## config.mk

```make
export PLATFORM = sky130hd
export DESIGN_NAME = mux_arbiter_flat
export DESIGN_NICKNAME = d
export VERILOG_FILES = /design/src/rtl/mux_arbiter_if.sv /design/src/rtl/mux_arbiter.sv /design/src/flat_wrapper.sv
export SDC_FILE = /design/constraint.sdc
export NUM_CORES = 1
export LEC_CHECK = 0
export CAP_MARGIN = 20
export CELL_PAD_IN_SITES_DETAIL_PLACEMENT = 1
export CELL_PAD_IN_SITES_GLOBAL_PLACEMENT = 1
export CORE_MARGIN = 1
export CORE_UTILIZATION = 23
export DETAILED_ROUTE_END_ITERATION = 12
export GPL_TIMING_DRIVEN = 0
export PLACE_DENSITY_LB_ADDON = 0.2
export SYNTH_ARGS = -nofsm -noshare
export SYNTH_HDL_FRONTEND = slang
export SYNTH_SLANG_ARGS = --single-unit
```

## constraint.sdc

```tcl
create_clock -name clk -period 1.2 [get_ports clk]
set_clock_uncertainty 0.05 [all_clocks]
set_input_delay 0.24 -clock clk [delete_from_list [all_inputs] [get_ports clk]]
set_output_delay 0.24 -clock clk [all_outputs]
set_load 0.02 [all_outputs]
```

## src/rtl/mux_arbiter_if.sv

```systemverilog
// Handshake bundle between two producers, the round-robin arbiter and the downstream consumer.
// The slave modport is the arbiter's view; the master modport is the producers/consumer side.
interface mux_arbiter_if #(
    parameter int unsigned WIDTH = 8
);
    logic [1:0]       in_valid;
    logic [WIDTH-1:0] in_data0;
    logic [WIDTH-1:0] in_data1;
    logic [1:0]       in_ready;
    logic             sel;
    logic             out_valid;
    logic [WIDTH-1:0] out_data;
    logic             out_src;
    logic             out_ready;

    modport slave (
        input  in_valid,
        input  in_data0,
        input  in_data1,
        input  out_ready,
        output in_ready,
        output sel,
        output out_valid,
        output out_data,
        output out_src
    );

    modport master (
        output in_valid,
        output in_data0,
        output in_data1,
        output out_ready,
        input  in_ready,
        input  sel,
        input  out_valid,
        input  out_data,
        input  out_src
    );
endinterface

```

## src/rtl/mux_arbiter.sv

```systemverilog
// Two-channel round-robin arbiter feeding a registered output stage; drives the downstream
// 2:1 mux select and holds the selected word until the consumer takes it.
module mux_arbiter #(
    parameter int unsigned WIDTH = 8
) (
    input logic            clk,
    input logic            rst,
    mux_arbiter_if.slave   bus
);

    logic             last_q, last_d;
    logic             out_valid_q, out_valid_d;
    logic [WIDTH-1:0] out_data_q, out_data_d;
    logic             out_src_q, out_src_d;

    logic             any_valid;
    logic             accept;
    logic             grant;
    logic             xfer;

    // Grant and handshake; reset gates in_ready so nothing is consumed while rst is high.
    always_comb begin
        any_valid = |bus.in_valid;
        accept    = !out_valid_q || bus.out_ready;
        case (bus.in_valid)
            2'b01:   grant = 1'b0;
            2'b10:   grant = 1'b1;
            2'b11:   grant = ~last_q;
            default: grant = last_q;
        endcase
        xfer = accept && any_valid && !rst;
    end

    always_comb begin
        last_d      = last_q;
        out_valid_d = out_valid_q;
        out_data_d  = out_data_q;
        out_src_d   = out_src_q;
        if (xfer) begin
            last_d      = grant;
            out_valid_d = 1'b1;
            out_data_d  = grant ? bus.in_data1 : bus.in_data0;
            out_src_d   = grant;
        end else if (accept) begin
            // Drained with nothing to load: only the valid flag drops, priority is kept.
            out_valid_d = 1'b0;
        end
    end

    always_ff @(posedge clk) begin
        if (rst) begin
            last_q      <= 1'b1;
            out_valid_q <= 1'b0;
            out_data_q  <= '0;
            out_src_q   <= 1'b0;
        end else begin
            last_q      <= last_d;
            out_valid_q <= out_valid_d;
            out_data_q  <= out_data_d;
            out_src_q   <= out_src_d;
        end
    end

    assign bus.in_ready  = xfer ? (grant ? 2'b10 : 2'b01) : 2'b00;
    assign bus.sel       = grant;
    assign bus.out_valid = out_valid_q;
    assign bus.out_data  = out_data_q;
    assign bus.out_src   = out_src_q;

endmodule

```

## src/flat_wrapper.sv

```systemverilog
// flat-port wrapper written by rule: the top's interface ports become plain ports
module mux_arbiter_flat 
#(
    parameter int unsigned WIDTH = 8
)
  (clk, rst, bus_in_valid, bus_in_data0, bus_in_data1, bus_out_ready, bus_in_ready, bus_sel, bus_out_valid, bus_out_data, bus_out_src);
  mux_arbiter_if #(.WIDTH(WIDTH)) bus_i ();
  input logic clk;
  input logic rst;
  input wire logic [$bits(bus_i.in_valid)-1:0] bus_in_valid;
  input wire logic [$bits(bus_i.in_data0)-1:0] bus_in_data0;
  input wire logic [$bits(bus_i.in_data1)-1:0] bus_in_data1;
  input wire logic [$bits(bus_i.out_ready)-1:0] bus_out_ready;
  output wire logic [$bits(bus_i.in_ready)-1:0] bus_in_ready;
  output wire logic [$bits(bus_i.sel)-1:0] bus_sel;
  output wire logic [$bits(bus_i.out_valid)-1:0] bus_out_valid;
  output wire logic [$bits(bus_i.out_data)-1:0] bus_out_data;
  output wire logic [$bits(bus_i.out_src)-1:0] bus_out_src;
  assign bus_i.in_valid = bus_in_valid;
  assign bus_i.in_data0 = bus_in_data0;
  assign bus_i.in_data1 = bus_in_data1;
  assign bus_i.out_ready = bus_out_ready;
  assign bus_in_ready = bus_i.in_ready;
  assign bus_sel = bus_i.sel;
  assign bus_out_valid = bus_i.out_valid;
  assign bus_out_data = bus_i.out_data;
  assign bus_out_src = bus_i.out_src;
  mux_arbiter #(.WIDTH(WIDTH)) u_core (.clk(clk), .rst(rst), .bus(bus_i));
endmodule
```

==> results of run 1 <==
[state kept, by name, summed over array words and instances, names as in the netlist]
| signal | cells |
|---|---|
| u_core.bus.out_src | 1 |
| u_core.bus.out_data | 8 |
| u_core.last_q | 1 |
| u_core.bus.out_valid | 1 |
[worst paths after layout]
path | to | slack (ns)
worst max-delay path | bus_in_ready[0] | -0.31
worst min-delay path | u_core.bus.out_valid | 0.24
worst max register to register | u_core.bus.out_data[0] | -0.25
worst min register to register | u_core.bus.out_data[1] | 0.42
[metrics by stage]
| step | instances | setup TNS [ns] | utilization [%] |
|---|---|---|---|
| global route | 119 | -3.06 | 52.6 |
| detailed placement | 103 | -6.93 | 44.1 |
| CTS | 116 | -1.69 | 51.7 |
| global placement | 103 | -6.31 | 44.1 |
| floorplan | 43 | -0.154 | - |
| finish | 119 | -2.40 | 52.6 |
[cell type report]
cell class              count  area share (%)
multi-input cells          29            28.4
clock buffers               3            2.18
well taps                  27            3.28
flip-flops and latches     11            21.6
clock inverters             1           0.485
repair buffers             45            40.7
plain buffers               1            1.94
inverters                   2            1.46
[layer usage]
metal,GRT usage (%),vias up,wire [um]
met3,5.28,2,103
li1,-,258,-
met4,5.00,0,17
met5,0,-,0
met2,28.2,21,873
met1,17.5,249,654
[where the power goes]
part / leakage [nW] / switching, mW / internal (mW)
Clock: 0.0177 / 0.133 / 0.123
Sequential: 0.0910 / 0.0207 / 0.400
Combinational: 0.346 / 0.179 / 0.232
[synth_stat cells (all sizes together)]
library cell / number / share of area (%)
a21o: 1 / 1.8
a21oi: 1 / 1.0
a2bb2oi: 1 / 1.8
buf: 2 / 3.4
dfxtp: 11 / 46
inv: 2 / 1.6
mux2i: 8 / 17
nand2b: 2 / 2.6
nor2: 5 / 5.5
nor2b: 1 / 2.9
o2bb2ai: 9 / 16
[cells by family (layout without fill, tap and decap cells)]
group	after synthesis	in the layout
flops	11	11
compound gates	12	12
buf+inv	4	52
simple gates	8	9
mux	8	8
[what timing repair did]
item                                    in CTS  in global routing
buffers inserted                             9                  3
cloned                                       0                  1
endpoints found under the setup margin      23                 18
resized for setup                           62                 14
hold buffers                                 0                  0
pin swaps                                    7                  7
[worst max-delay path, cell delays in order (launching register included)]
cell and delay [ns]:
dfxtp_2 0.35, nor2_2 0.04, a21o_2 0.22, buf_12 0.14, inv_8 0.05, nor2_4 0.03, buf_6 0.12
==> run_results.csv, run 1 <==
group,metric,value,unit
final_layout,multi_input_area,293,um^2
worst_setup_path,cp_max_fo,4,
cts,clk_latency,0.27,ns
global_routing,grt_usage,15.7,%
placement,place_area,865,um^2
logic_synthesis,synth-simple-area-share,11.0,%
logic_synthesis,netlist_instances,43,
worst_hold_path,hp-class,"input port to flip-flop",
route,num_vias,530,
global_routing,antenna_found_initial,0,
global_routing,grt.overflow.total,0,
route,routedWlPerCell,13.8,um
global_routing,grt_pass1_wl,2370,um
floorplan,die_h,47.6,um
pwr,power.density,1060,mW/mm^2
final_layout,num_antenna_cells,0,
sta,max_freq,661,MHz
cts,cts_buffer_depth,2,
worst_setup_path,r2r_start,"u_core.last_q",
global_routing,grt_pass1_vias,519,
route,first_iter_violations,2,
worst_setup_path,worstSetupPathType,"flip-flop to output pin",
floorplan,die_x,47.6,um
pwr,leakagePower,0.454,nW
final_layout,fin_area,0.00103,mm^2
flow_run,cap_violations,0,
final_layout,syn_to_final_growth,116,%
pwr,vdd_ir_drop_max,0.525,mV
final_layout,final_common_cell,"clkdlybuf4s50_1",
worst_setup_path,arrival,1.22,ns
floorplan,start_util,24.4,%
cts,clkTransAtPathRegs,0.07,ns
worst_hold_path,hp-start,"rst",
logic_synthesis,avgSynthCellArea,11.1,um^2
route,postRouteAntennaNets,0,
sta,layout_setup_ws,-0.313,ns
sta,slew_violations,0,
sta,worst_pin_slew,0.279,ns
sta,hold_violations,0,
cts,cts_made_buffers,3,
floorplan,coreArea,0.00196,mm^2
outcome,status,"finished, violations left",
placement,dp_worst_setup_slack,-1.06,ns
logic_synthesis,syn_nets,64,
floorplan,dieArea,0.00226,mm^2
cts,htreeDepth,1,
sta,rsz0062_at_grt,"true",
logic_synthesis,synth_top_family_by_area,"compound AO/OA/AOI/OAI gates",
route,drt-vias-per-instance,4.45,
worst_setup_path,critPathLaunch,"u_core.last_q",
logic_synthesis,synth_seq_cells,11,
final_layout,nNetsFinal,114,
sta,finalCriticalPeriod,1.51,ns
placement,numPortBuffers,33,
final_layout,final_cell_mix,"clkdlybuf4s50_1, buf_4, dfxtp_1",
worst_setup_path,critPathRequiredTime,0.91,ns
outcome,violations,"setup timing",
final_layout,drive_above_1_share,51.1,%
sta,hold_ws,0.242,ns
route,drt_wl_total,1650,um
logic_synthesis,synth.distinct_cells,14,
placement,hpwl,1090,um
worst_setup_path,start_kind,"flip-flop",
placement,gp_congestion,0.687,
logic_synthesis,synth_compound_area_share,21.2,%
logic_synthesis,synth-xor-area-share,0,%
final_layout,seqCellArea,223,um^2
cts,cts_tree,"yes",
route,first_pass_iters,2,
route,drcViolationCount,0,
sta,setup_viol,11,
cts,cts_root_buf,"clkbuf_4",
cts,clock_sinks,11,
logic_synthesis,synth_fa_ha_area_share,0,%
worst_setup_path,r2r_cells,7,
logic_synthesis,synth_mux_area_share,16.8,%
sta,period_share,126,%
global_routing,grt_max_degree,11,
logic_synthesis,synth-seq-area-share,46.1,%
floorplan,io_pins,34,
worst_hold_path,hold-path-cell-count,2,
floorplan,core.rowCount,16,
logic_synthesis,synth_warnings,0,
sta,maxSlewHeadroom,81.4,%
logic_synthesis,synth_area,478,um^2
worst_setup_path,cp-end-kind,"output pin",
pwr,power.total,1.09,mW
final_layout,filler_cell_count,224,
Note: power is estimated with default switching activity, not from simulation.
==> run 2, diff against run 1 <==
TNS_END_PERCENT = 50   (was default)
==> run 2 against run 1 <==
The flow still finishes with violations (setup timing). Final cell count decreased by 3.4%. Count of clock-buffer cells in the layout grew 1. Via count decreased by 2.8%. Worst hold slack better by 0.087 ns. Routed wire length is 5.9% lower. Final area down 5.9%. Flip-flop and latch count is the same. Global-route usage down 0.86 points. Non-clock buffer count down 3. Critical endpoint is now bus_in_ready[1].
==> run_results.csv, run 2 (synthesis results as in run 1) <==
group,metric,value,unit
floorplan,die_x,47.6,um
sta,maxSlewHeadroom,81.6,%
sta,max_freq,653,MHz
final_layout,multi_input_area,269,um^2
worst_setup_path,cp-end-kind,"output pin",
worst_setup_path,arrival,1.24,ns
pwr,power.density,1070,mW/mm^2
sta,slew_violations,0,
final_layout,final_common_cell,"clkdlybuf4s50_1",
route,num_vias,515,
route,first_pass_iters,2,
floorplan,core.rowCount,16,
route,drt-vias-per-instance,4.48,
final_layout,filler_cell_count,230,
final_layout,drive_above_1_share,42.0,%
cts,cts_root_buf,"clkbuf_4",
cts,cts_tree,"yes",
global_routing,antenna_found_initial,0,
sta,finalCriticalPeriod,1.53,ns
sta,worst_pin_slew,0.276,ns
cts,cts_made_buffers,3,
route,first_iter_violations,5,
floorplan,start_util,24.4,%
outcome,violations,"setup timing",
route,routedWlPerCell,13.5,um
placement,numPortBuffers,33,
placement,gp_congestion,0.686,
worst_setup_path,cp_max_fo,4,
cts,clock_sinks,11,
floorplan,coreArea,0.00196,mm^2
sta,hold_violations,0,
placement,dp.cells,103,
route,drt_wl_total,1550,um
pwr,vdd_ir_drop_max,0.546,mV
worst_setup_path,start_kind,"input port",
worst_setup_path,worstSetupPathType,"input port to output pin",
placement,hpwl,968,um
cts,htreeDepth,1,
floorplan,dieArea,0.00226,mm^2
global_routing,grt_max_degree,11,
final_layout,largest_reg_flops,8,
route,drcViolationCount,0,
sta,setup_viol,11,
floorplan,die_h,47.6,um
final_layout,post_layout_nonfiller_instances,115,
cts,clk_latency,0.26,ns
outcome,status,"finished, violations left",
final_layout,seqCellArea,223,um^2
sta,layout_setup_ws,-0.332,ns
global_routing,grt_usage,14.9,%
cts,hold_buffers,0,
floorplan,io_pins,34,
cts,cts_buffer_depth,2,
final_layout,fin_area,970,um^2
cts,clkTransAtPathRegs,0.07,ns
final_layout,num_antenna_cells,0,
global_routing,grt_pass1_wl,2200,um
final_layout,final_cell_mix,"clkdlybuf4s50_1, o2bb2ai_1, dfxtp_1",
route,postRouteAntennaNets,0,
sta,rsz0062_at_grt,"true",
global_routing,grt_pass1_vias,480,
flow_run,cap_violations,0,
pwr,leakagePower,0.431,nW
final_layout,syn_to_final_growth,103,%
placement,place_area,865,um^2
global_routing,grt.overflow.total,0,
worst_hold_path,hp-class,"input port to flip-flop",
final_layout,nNetsFinal,110,
sta,period_share,128,%
worst_setup_path,critPathRequiredTime,0.91,ns
run 2: layout make-up:
cell class,instances,area share (%)
Multi-Input combinational cell,28,27.7
Tap cell,27,3.48
Buffer,2,3.61
Clock buffer,4,2.71
Timing Repair Buffer,41,37.4
Sequential cell,11,23.0
Inverter,2,2.06
run 2: where the power goes:
group          internal (mW)  switching [mW]  leakage (nW)  total [mW]
Combinational          0.203           0.165         0.325       0.368
Sequential             0.400          0.0204        0.0910       0.421
Clock                  0.128           0.123        0.0150       0.251
Total                  0.732           0.308         0.431        1.04
run 2: critical path: stages:
cell and delay, ns:
clkdlybuf4s50_1 0.56, nand2b_4 0.18, buf_8 0.12, nor2_4 0.03, buf_6 0.12
run 2: path summary, 6_finish.rpt:
| path | startpoint | end | slack [ns] | cells after the start |
|---|---|---|---|---|
| max | rst | bus_in_ready[1] | -0.33 | 5 |
| min | bus_out_ready | u_core.bus.out_valid | 0.33 | 3 |
| max reg2reg | u_core.last_q | u_core.bus.out_data[3] | -0.10 | 6 |
| min reg2reg | u_core.bus.out_data[4] | u_core.bus.out_data[4] | 0.41 | 1 |
run 2: routing by layer:
layer	GRT usage [%]	wire length [um]	part of all wire, %
met5	0	0	0
met4	5.56	0	0
met3	7.55	89	5.7
met2	25.5	822	53
met1	15.7	639	41
run 2: per-stage QoR:
| stage | hold WS (ns) | setup TNS, ns | power (mW) | util (%) | setup WS (ns) |
|---|---|---|---|---|---|
| floorplan | 0.252 | -0.154 | 0.588 | - | -0.0880 |
| global placement | 0.397 | -6.21 | 0.748 | 44.1 | -1.04 |
| detailed placement | 0.396 | -6.41 | 0.753 | 44.1 | -1.05 |
| CTS | 0.315 | -1.62 | 1.06 | 50.1 | -0.360 |
| global route | 0.320 | -2.39 | 1.11 | 49.4 | -0.378 |
| finish | 0.328 | -1.50 | 1.04 | 49.4 | -0.332 |
run 2: what timing repair did:
action,CTS,global route
setup endpoints to repair,23,19
buffers inserted,6,2
resized for setup,58,9
pin swaps,3,5
